`config.mk`:
```
export PLATFORM = sky130hd
export DESIGN_NAME = tlb_maint
export DESIGN_NICKNAME = d
export VERILOG_FILES = /design/src/rtl/tlb_maint.sv
export SDC_FILE = /design/constraint.sdc
export NUM_CORES = 1
export LEC_CHECK = 0
export BUFFER_PORTS_ARGS = -buffer_cell sky130_fd_sc_hd__buf_4
export CORE_AREA = 2 2 173 175
export DETAILED_ROUTE_END_ITERATION = 6
export DIE_AREA = 0 0 175 177
export GPL_ROUTABILITY_DRIVEN = 0
export PLACE_DENSITY = 0.67
export SLEW_MARGIN = 20
export SYNTH_ARGS = -nofsm -noshare
export SYNTH_HDL_FRONTEND = slang
export SYNTH_SLANG_ARGS = --single-unit
```
`constraint.sdc`:
```
create_clock -name clk -period 2.05 [get_ports clk]
set_input_delay 0.41 -clock clk [delete_from_list [all_inputs] [get_ports clk]]
set_output_delay 0.41 -clock clk [all_outputs]
set_load 0.02 [all_outputs]
```
`src/rtl/tlb_maint.sv`:
```
// rtl/tlb_maint.sv - TLB maintenance sequencer: search, read, write, fill and INVTLB scan
module tlb_maint #(
    parameter int TLBNUM = 16,
    localparam int IW = $clog2(TLBNUM)
) (
    input  logic          clk,
    input  logic          resetn,
    input  logic          req_valid,
    output logic          req_ready,
    input  logic [2:0]    req_op,
    input  logic [4:0]    req_invop,
    input  logic [9:0]    req_asid,
    input  logic [18:0]   req_vppn,
    input  logic [IW-1:0] req_index,
    input  logic [88:0]   req_entry,
    output logic          resp_valid,
    output logic          resp_found,
    output logic [IW-1:0] resp_index,
    output logic [88:0]   resp_entry,
    output logic          resp_err,
    output logic [18:0]   tlb_s_vppn,
    output logic [9:0]    tlb_s_asid,
    input  logic          tlb_s_found,
    input  logic [IW-1:0] tlb_s_index,
    output logic [IW-1:0] tlb_r_index,
    input  logic [88:0]   tlb_r_entry,
    output logic          tlb_we,
    output logic [IW-1:0] tlb_w_index,
    output logic [88:0]   tlb_w_entry
);

    localparam logic [2:0]    OP_SRCH  = 3'd0;
    localparam logic [2:0]    OP_RD    = 3'd1;
    localparam logic [2:0]    OP_WR    = 3'd2;
    localparam logic [2:0]    OP_FILL  = 3'd3;
    localparam logic [2:0]    OP_INV   = 3'd4;
    localparam logic [4:0]    INV_MAX  = 5'd6;
    localparam logic [IW-1:0] LAST_IDX = IW'(TLBNUM - 1);

    typedef enum logic [1:0] {IDLE, EXEC, SCAN, RESP} state_t;

    state_t        state_q;
    logic [2:0]    op_q;
    logic [4:0]    invop_q;
    logic [9:0]    asid_q;
    logic [18:0]   vppn_q;
    logic [IW-1:0] index_q;
    logic [88:0]   entry_q;
    logic [IW-1:0] cnt_q;
    logic [IW-1:0] cnt_d;
    logic [IW-1:0] fill_q;
    logic [IW-1:0] scan_q;
    logic          resp_valid_q;
    logic          resp_found_q;
    logic [IW-1:0] resp_index_q;
    logic [88:0]   resp_entry_q;
    logic          resp_err_q;

    logic          r_e;
    logic          r_g;
    logic [18:0]   r_vppn;
    logic [5:0]    r_ps;
    logic [9:0]    r_asid;
    logic          asid_eq;
    logic          va_eq;
    logic          inv_sel;
    logic          inv_hit;

    assign req_ready  = (state_q == IDLE);
    assign resp_valid = resp_valid_q;
    assign resp_found = resp_found_q;
    assign resp_index = resp_index_q;
    assign resp_entry = resp_entry_q;
    assign resp_err   = resp_err_q;
    assign tlb_s_vppn = vppn_q;
    assign tlb_s_asid = asid_q;

    assign cnt_d  = (cnt_q == LAST_IDX) ? '0 : cnt_q + 1'b1;

    assign r_e    = tlb_r_entry[88];
    assign r_vppn = tlb_r_entry[87:69];
    assign r_ps   = tlb_r_entry[68:63];
    assign r_asid = tlb_r_entry[62:53];
    assign r_g    = tlb_r_entry[52];

    // INVTLB match of the entry currently on the read port against the latched request
    always_comb begin
        asid_eq = (r_asid == asid_q);
        va_eq   = (r_vppn[18:10] == vppn_q[18:10]) &&
                  ((r_ps == 6'd22) || (r_vppn[9:0] == vppn_q[9:0]));
        inv_sel = 1'b0;
        case (invop_q)
            5'd0, 5'd1: inv_sel = 1'b1;
            5'd2:       inv_sel = r_g;
            5'd3:       inv_sel = !r_g;
            5'd4:       inv_sel = !r_g && asid_eq;
            5'd5:       inv_sel = !r_g && asid_eq && va_eq;
            5'd6:       inv_sel = (r_g || asid_eq) && va_eq;
            default:    inv_sel = 1'b0;
        endcase
        inv_hit = r_e && inv_sel;
    end

    // TLB read/write port steering; writes only in EXEC (WR/FILL) or on an INV hit in SCAN
    always_comb begin
        tlb_we      = 1'b0;
        tlb_r_index = index_q;
        tlb_w_index = index_q;
        tlb_w_entry = entry_q;
        case (state_q)
            EXEC: begin
                if (op_q == OP_WR) begin
                    tlb_we = 1'b1;
                end else if (op_q == OP_FILL) begin
                    tlb_we      = 1'b1;
                    tlb_w_index = fill_q;
                end
            end
            SCAN: begin
                tlb_r_index = scan_q;
                tlb_w_index = scan_q;
                tlb_w_entry = {1'b0, tlb_r_entry[87:0]};
                tlb_we      = inv_hit;
            end
            default: ;
        endcase
    end

    // Control FSM with request latch, fill counter, scan pointer and registered response
    always_ff @(posedge clk or negedge resetn) begin
        if (!resetn) begin
            state_q      <= IDLE;
            op_q         <= '0;
            invop_q      <= '0;
            asid_q       <= '0;
            vppn_q       <= '0;
            index_q      <= '0;
            entry_q      <= '0;
            cnt_q        <= '0;
            fill_q       <= '0;
            scan_q       <= '0;
            resp_valid_q <= 1'b0;
            resp_found_q <= 1'b0;
            resp_index_q <= '0;
            resp_entry_q <= '0;
            resp_err_q   <= 1'b0;
        end else begin
            cnt_q <= cnt_d;
            case (state_q)
                IDLE: begin
                    if (req_valid) begin
                        op_q    <= req_op;
                        invop_q <= req_invop;
                        asid_q  <= req_asid;
                        vppn_q  <= req_vppn;
                        index_q <= req_index;
                        entry_q <= req_entry;
                        fill_q  <= cnt_q;
                        scan_q  <= '0;
                        if (req_op < OP_INV) begin
                            state_q <= EXEC;
                        end else if ((req_op == OP_INV) && (req_invop <= INV_MAX)) begin
                            state_q <= SCAN;
                        end else begin
                            state_q      <= RESP;
                            resp_valid_q <= 1'b1;
                            resp_err_q   <= 1'b1;
                        end
                    end
                end
                EXEC: begin
                    state_q      <= RESP;
                    resp_valid_q <= 1'b1;
                    resp_err_q   <= 1'b0;
                    case (op_q)
                        OP_SRCH: begin
                            resp_found_q <= tlb_s_found;
                            resp_index_q <= tlb_s_index;
                        end
                        OP_RD: begin
                            resp_found_q <= tlb_r_entry[88];
                            resp_entry_q <= tlb_r_entry;
                        end
                        OP_FILL: resp_index_q <= fill_q;
                        default: ;
                    endcase
                end
                SCAN: begin
                    scan_q <= scan_q + 1'b1;
                    if (scan_q == LAST_IDX) begin
                        state_q      <= RESP;
                        resp_valid_q <= 1'b1;
                        resp_err_q   <= 1'b0;
                    end
                end
                RESP: begin
                    state_q      <= IDLE;
                    resp_valid_q <= 1'b0;
                end
                default: state_q <= IDLE;
            endcase
        end
    end

endmodule

```
Word-level counts from Yosys, hierarchy flattened --
Cells that the tools add are included.
Operators by class: $add $sub $neg 2, multiply operators 0, div/mod/pow operators 0, $lt $le $gt $ge 2, equality and inequality tests 23, shift-type cells 0, mux-type cells 26, bitwise operators 0, reductions and logical operators 25
Operator list (count):
- $mux 89 | 1
- $pmux 4 s2 | 3
- $eq 10x10->1 | 2
- $mux 4 | 5
- $eq 5x3->1 const B | 3
- $reduce_and 2->1 | 6
- $eq 5x2->1 const B | 2
- $eq 9x9->1 | 1
- $add 4x1->4 const B | 2
- $eq 4x4->1 const B | 2
- $mux 1 | 8
- $ne 2x2->1 const B | 4
- $pmux 2 s4 | 1
- $eq 3x2->1 const B | 2
- $eq 6x5->1 const B | 1
- $logic_and 1x1->1 | 6
- $mux 2 | 3
- $pmux 1 s6 | 1
- $reduce_bool 2->1 | 3
- $eq 5x1->1 const B | 1
- $le 5x3->1 const B | 1
- $logic_not 5->1 | 1
- $reduce_and 5->1 | 1
- $eq 2x2->1 const B | 2
- other kinds (14) | 16
Word-level totals: register bits 240, bits in latches 0, RAM bits 0, bits in read-only memories 0, word-level logic and storage cells 93, memories 0

Longest topological paths before layout --
depth after elaboration 7, mapped depth 10, depth with buffers taken out 7

Worst setup path before layout --
Ideal clock, no wire load.
path kind flip-flop to output port, start point register state_q[0], end point output tlb_w_index[3], data arrival time 1.744 ns, required time 1.640 ns, slack -0.104 ns, stages on the path, launching flop included 10, cell sequence dfrtp_1 inv_1 ha_1 clkbuf_1 clkbuf_1 clkbuf_1 nand2_1 nand2_1 o21ai_0 o21ai_0
Between the ends: word-level cells in the longest chain between the ends 2
Ends and longest elaborated chain:
- from (decl) | RTL line 42 | state_t state_q;
- from (signal assigned) | RTL line 132 | state_q <= IDLE;
- from (signal assigned) | RTL line 161 | state_q <= EXEC;
- from (signal assigned) | RTL line 163 | state_q <= SCAN;
- $eq 2x2->1 or $eq 2x1->1 (tied branches) | RTL line 110 | case (state_q)
- $pmux 4 s2 (*) | RTL line 110
- to (decl) | RTL line 28 | output logic [IW-1:0] tlb_w_index,
Every way passes the cells marked *; elsewhere a longest branch is shown, timed or not.

Worst setup path in the final report --
start point register asid_q[5] (netlist: tlb_s_asid[5]), end point output tlb_we
Between the ends: word-level cells in the longest chain between the ends 6
Ends and longest elaborated chain:
- from (decl) | RTL line 45 | logic [9:0] asid_q;
- from (signal assigned) | RTL line 154 | asid_q <= req_asid;
- $eq 10x10->1 (*) | RTL line 88 | asid_eq = (r_asid == asid_q);
- $logic_or 1x1->1 or $logic_and 1x1->1 (tied branches) | RTL line 98, 96, 97
- $logic_and 1x1->1 (on tied branches) | RTL line 98, 97
- $pmux 1 s6 (*) | RTL line 92 | case (invop_q)
- $logic_and 1x1->1 (*) | RTL line 101 | inv_hit = r_e && inv_sel;
- $pmux 1 s2 (*) | RTL line 110
- to (decl) | RTL line 27 | output logic tlb_we,
Marked as above.

==> metrics.md <==
| Metric | Value |
|---|---|
| Post-synth net total | `983` |
| Critical path type | `reg -> out` |
| Post-Route WL | `36.71 mm` |
| Max Freq | `0.3753 GHz` |
| GRT Total Usage | `0.2219` |
| Synth area leader | `dfrtp_1` |
| Final hold violation count | `0` |
| Unrepaired setup endpoints after global routing | `yes` |
| Switch Pwr | `12.34 mW` |
| First-pass iteration count of the detailed router | `4` |
| CP Launch Type | `flop` |
| Min Tclk post-route | `2.665 ns` |
| Comb power frac | `0.593` |
| Synth async-reset ratio | `1.000` |
| Max stage delay on crit path | `0.57 ns` |
| Worst endpoint required time | `1.64 ns` |
| Grt ovf | `0` |
| First-pass GRT wire length | `52.81 mm` |
| Status | `finished, violations left` |
| Worst-margin pin slew | `0.5082 ns` |
| CORE AREA | `29240 um^2` |
| Crit path max-delay cell type | `or4_4` |
| CP bufs+invs | `1` |
| Clock buffer depth | `3` |
| Unique masters post-synth | `44` |
| Dpl cells | `1593` |
| Most common cell after layout, fill and taps aside | `buf_4` |
| CTS tree | `done` |
| Clock skew | `0.008525 ns` |
| Via-per-instance ratio | `4.918` |
| Clock tree sinks | `240` |
| Total CTS buffers | `27` |
| Clock transition at path regs | `0.06 ns` |
| Final setup fails | `98` |
| Max-cap violations | `0` |
| Post-synth EDFFs | `0` |
| H-Tree Depth | `1` |
| # rows | `63` |
| Relative slew margins | `0.6612` |
| Vias in the first global route | `8845` |
| Vias | `8302` |
| Crit share post-route | `1.300` |
| Routed WL per cell | `21.75 um` |
| Initial antenna violation count | `4` |
| Sw Ratio | `0.3762` |
| Syn. warnings | `0` |
| Top cells by area, synth | `dfrtp_1 (55%), mux2_2 (31%), xnor2_1 (1.7%)` |
| Nets@finish | `1513` |
| Leakage | `8.433 nW` |
| Worst hold path type | `in -> reg` |
| Ys flop type | `dfrtp_1` |
| IO Count | `451` |
| Min-delay src | `req_index[3]` |
| Pwr/cell area | `1860 nW/um^2` |
| Post-synthesis instance area | `10830 um^2` |
| Reg2reg start | `state_q[1]` |
| Final Power | `32.79 mW` |
| Area Overhead vs Synth | `62.74%` |
| Die Y | `177 um` |
| DP Wirelength | `24.13 mm` |
| CP Capture Type | `output pin` |
| DIE AREA | `30980 um^2` |
| Hold_ws | `0.1082 ns` |
| Filler Cell Count | `2334` |
| Setup TNS | `-42.11 ns` |
| Syn Area/Cell | `14.46 um^2` |
| Worst Setup SP | `tlb_s_asid[5]` |
| Clock latency on the worst-skew pair | `0.53 ns` |
| Peak VDD IR | `0.0009784 V` |
| Worst EP arrival | `2.25 ns` |
| Initial DRC count | `304` |
| Crit path max fanout | `2` |
| Clock share of power | `0.142` |
| Final non-filler cell total | `1688` |
| Mapped Cells | `749` |
| CTS Root Cell | `clkbuf_16` |
| Final setup margin | `-0.6146 ns` |
| Sequential group share of total power | `0.265` |
| Starting Density | `0.3704` |
| Layout cells sized above 1 | `0.7215` |
| Die span in x | `175 um` |
| Most frequent cells in the layout | `buf_4 (380), dfrtp_1 (239), mux2_2 (213)` |
| Antenna-violating nets left | `0` |
| Internal Power | `20.46 mW` |
| Register area share after synthesis | `0.5544` |
| Number of synthesized register bits | `240` |
| Crit-path leading delay family | `simple AND/OR/NAND/NOR gates` |
| Input/output buffers | `450` |
| Largest net degree at the start of global routing | `58` |
| Worst-path cell chain | `xor2_1 > or4_4 > nor3_4 > o22ai_2 > o211ai_2 > buf_6` |
| Violated checks | `negative setup slack` |
| Max Slew Vio Count | `0` |
| Synth top area share | `0.5544` |
| Drt drc | `0` |
[power by group through the flow]
stage / clock network (mW) / logic, mW / registers, mW
2_1_floorplan: 0 / 7.42 / 9.77
3_3_place_gp: 0 / 14.9 / 8.55
3_5_place_dp: 0 / 15.0 / 8.63
4_1_cts: 4.77 / 18.6 / 8.63
5_1_grt: 4.95 / 20.4 / 9.00
6_report: 4.66 / 19.4 / 8.69
[cells in the mapped netlist, types with 5 or more instances]
cell and number:
nand3_1 8, nor2_1 5, mux2_2 301, buf_2 22, nand4_1 5, ha_1 7, mux2_4 10, mux2i_1 6
buf_4 7, nand2_1 21, o21ai_0 25, dfrtp_1 240, xnor2_1 21, xor2_1 10, inv_1 9, clkbuf_1 7
[cells by family after synthesis]
| logic type | share of synthesized area |
|---|---|
| AOI/OAI and AO/OA | 0.02483 |
| DFF | 0.5544 |
| and+or+nand+nor | 0.03049 |
| adders and majority gates | 0.008085 |
| muxes | 0.3323 |
| buffers and inverters | 0.02483 |
| xor gates and xnor gates | 0.02506 |
[final timing paths]
kind | cells after the start | endpoint | slack, ns
max in group asynchronous | 3 | resp_entry[57] | 0.97
max reg2reg | 10 | resp_entry[17] | 0.05
min reg2reg | 2 | resp_index[3] | 0.48
min | 2 | index_q[3] | 0.11
min in group asynchronous | 2 | entry_q[81] | 0.41
max | 6 | tlb_we | -0.61
[metrics by stage]
stage / util / cell area (um^2) / setup slack (ns)
after floorplan: - / 10850 / 0.02665
after global routing: 0.6027 / 17620 / -0.7093
after global placement: 0.5127 / 14990 / -0.3662
after detailed placement: 0.5127 / 14990 / -0.2994
final: 0.6028 / 17630 / -0.6146
after CTS: 0.5863 / 17150 / -0.6837
[timing repair]
item,CTS,global route
gates resized for setup,225,80
hold endpoints to repair,46,0
pin swaps,9,12
buffers inserted,17,16
setup endpoints to repair,99,189
hold buffers,1,0
cloned,12,9
[sequential cells by signal (all words and copies together), names as in the netlist]
name        count
scan_q          4
tlb_s_vppn     19
resp_valid      1
index_q         4
state_q         2
fill_q          4
resp_err        1
entry_q        89
cnt_q           4
resp_index      4
tlb_s_asid     10
invop_q         5
op_q            3
resp_entry     89
resp_found      1
[layout make-up]
cell class                 instances  area, um^2  share of cell area
antenna                            2       5.005           0.0002839
clock buffer                      37       763.2             0.04329
clock inverter                     9       76.32            0.004329
inverter                          10       40.04            0.002271
multi-input combinational        460        5155              0.2924
sequential                       240        6007              0.3407
tap                              390       488.0             0.02768
timing repair buffer             540        5095              0.2890
[per-layer routing]
layer | vias up | track usage | share of wire
met5 | - | 0 | 0.00082
met4 | 4 | 0.07222 | 0.032
met1 | 4178 | 0.2662 | 0.40
met3 | 61 | 0.06271 | 0.073
li1 | 3747 | - | -
met2 | 312 | 0.3854 | 0.50
No activity file was read; power rests on OpenSTA's default activity.
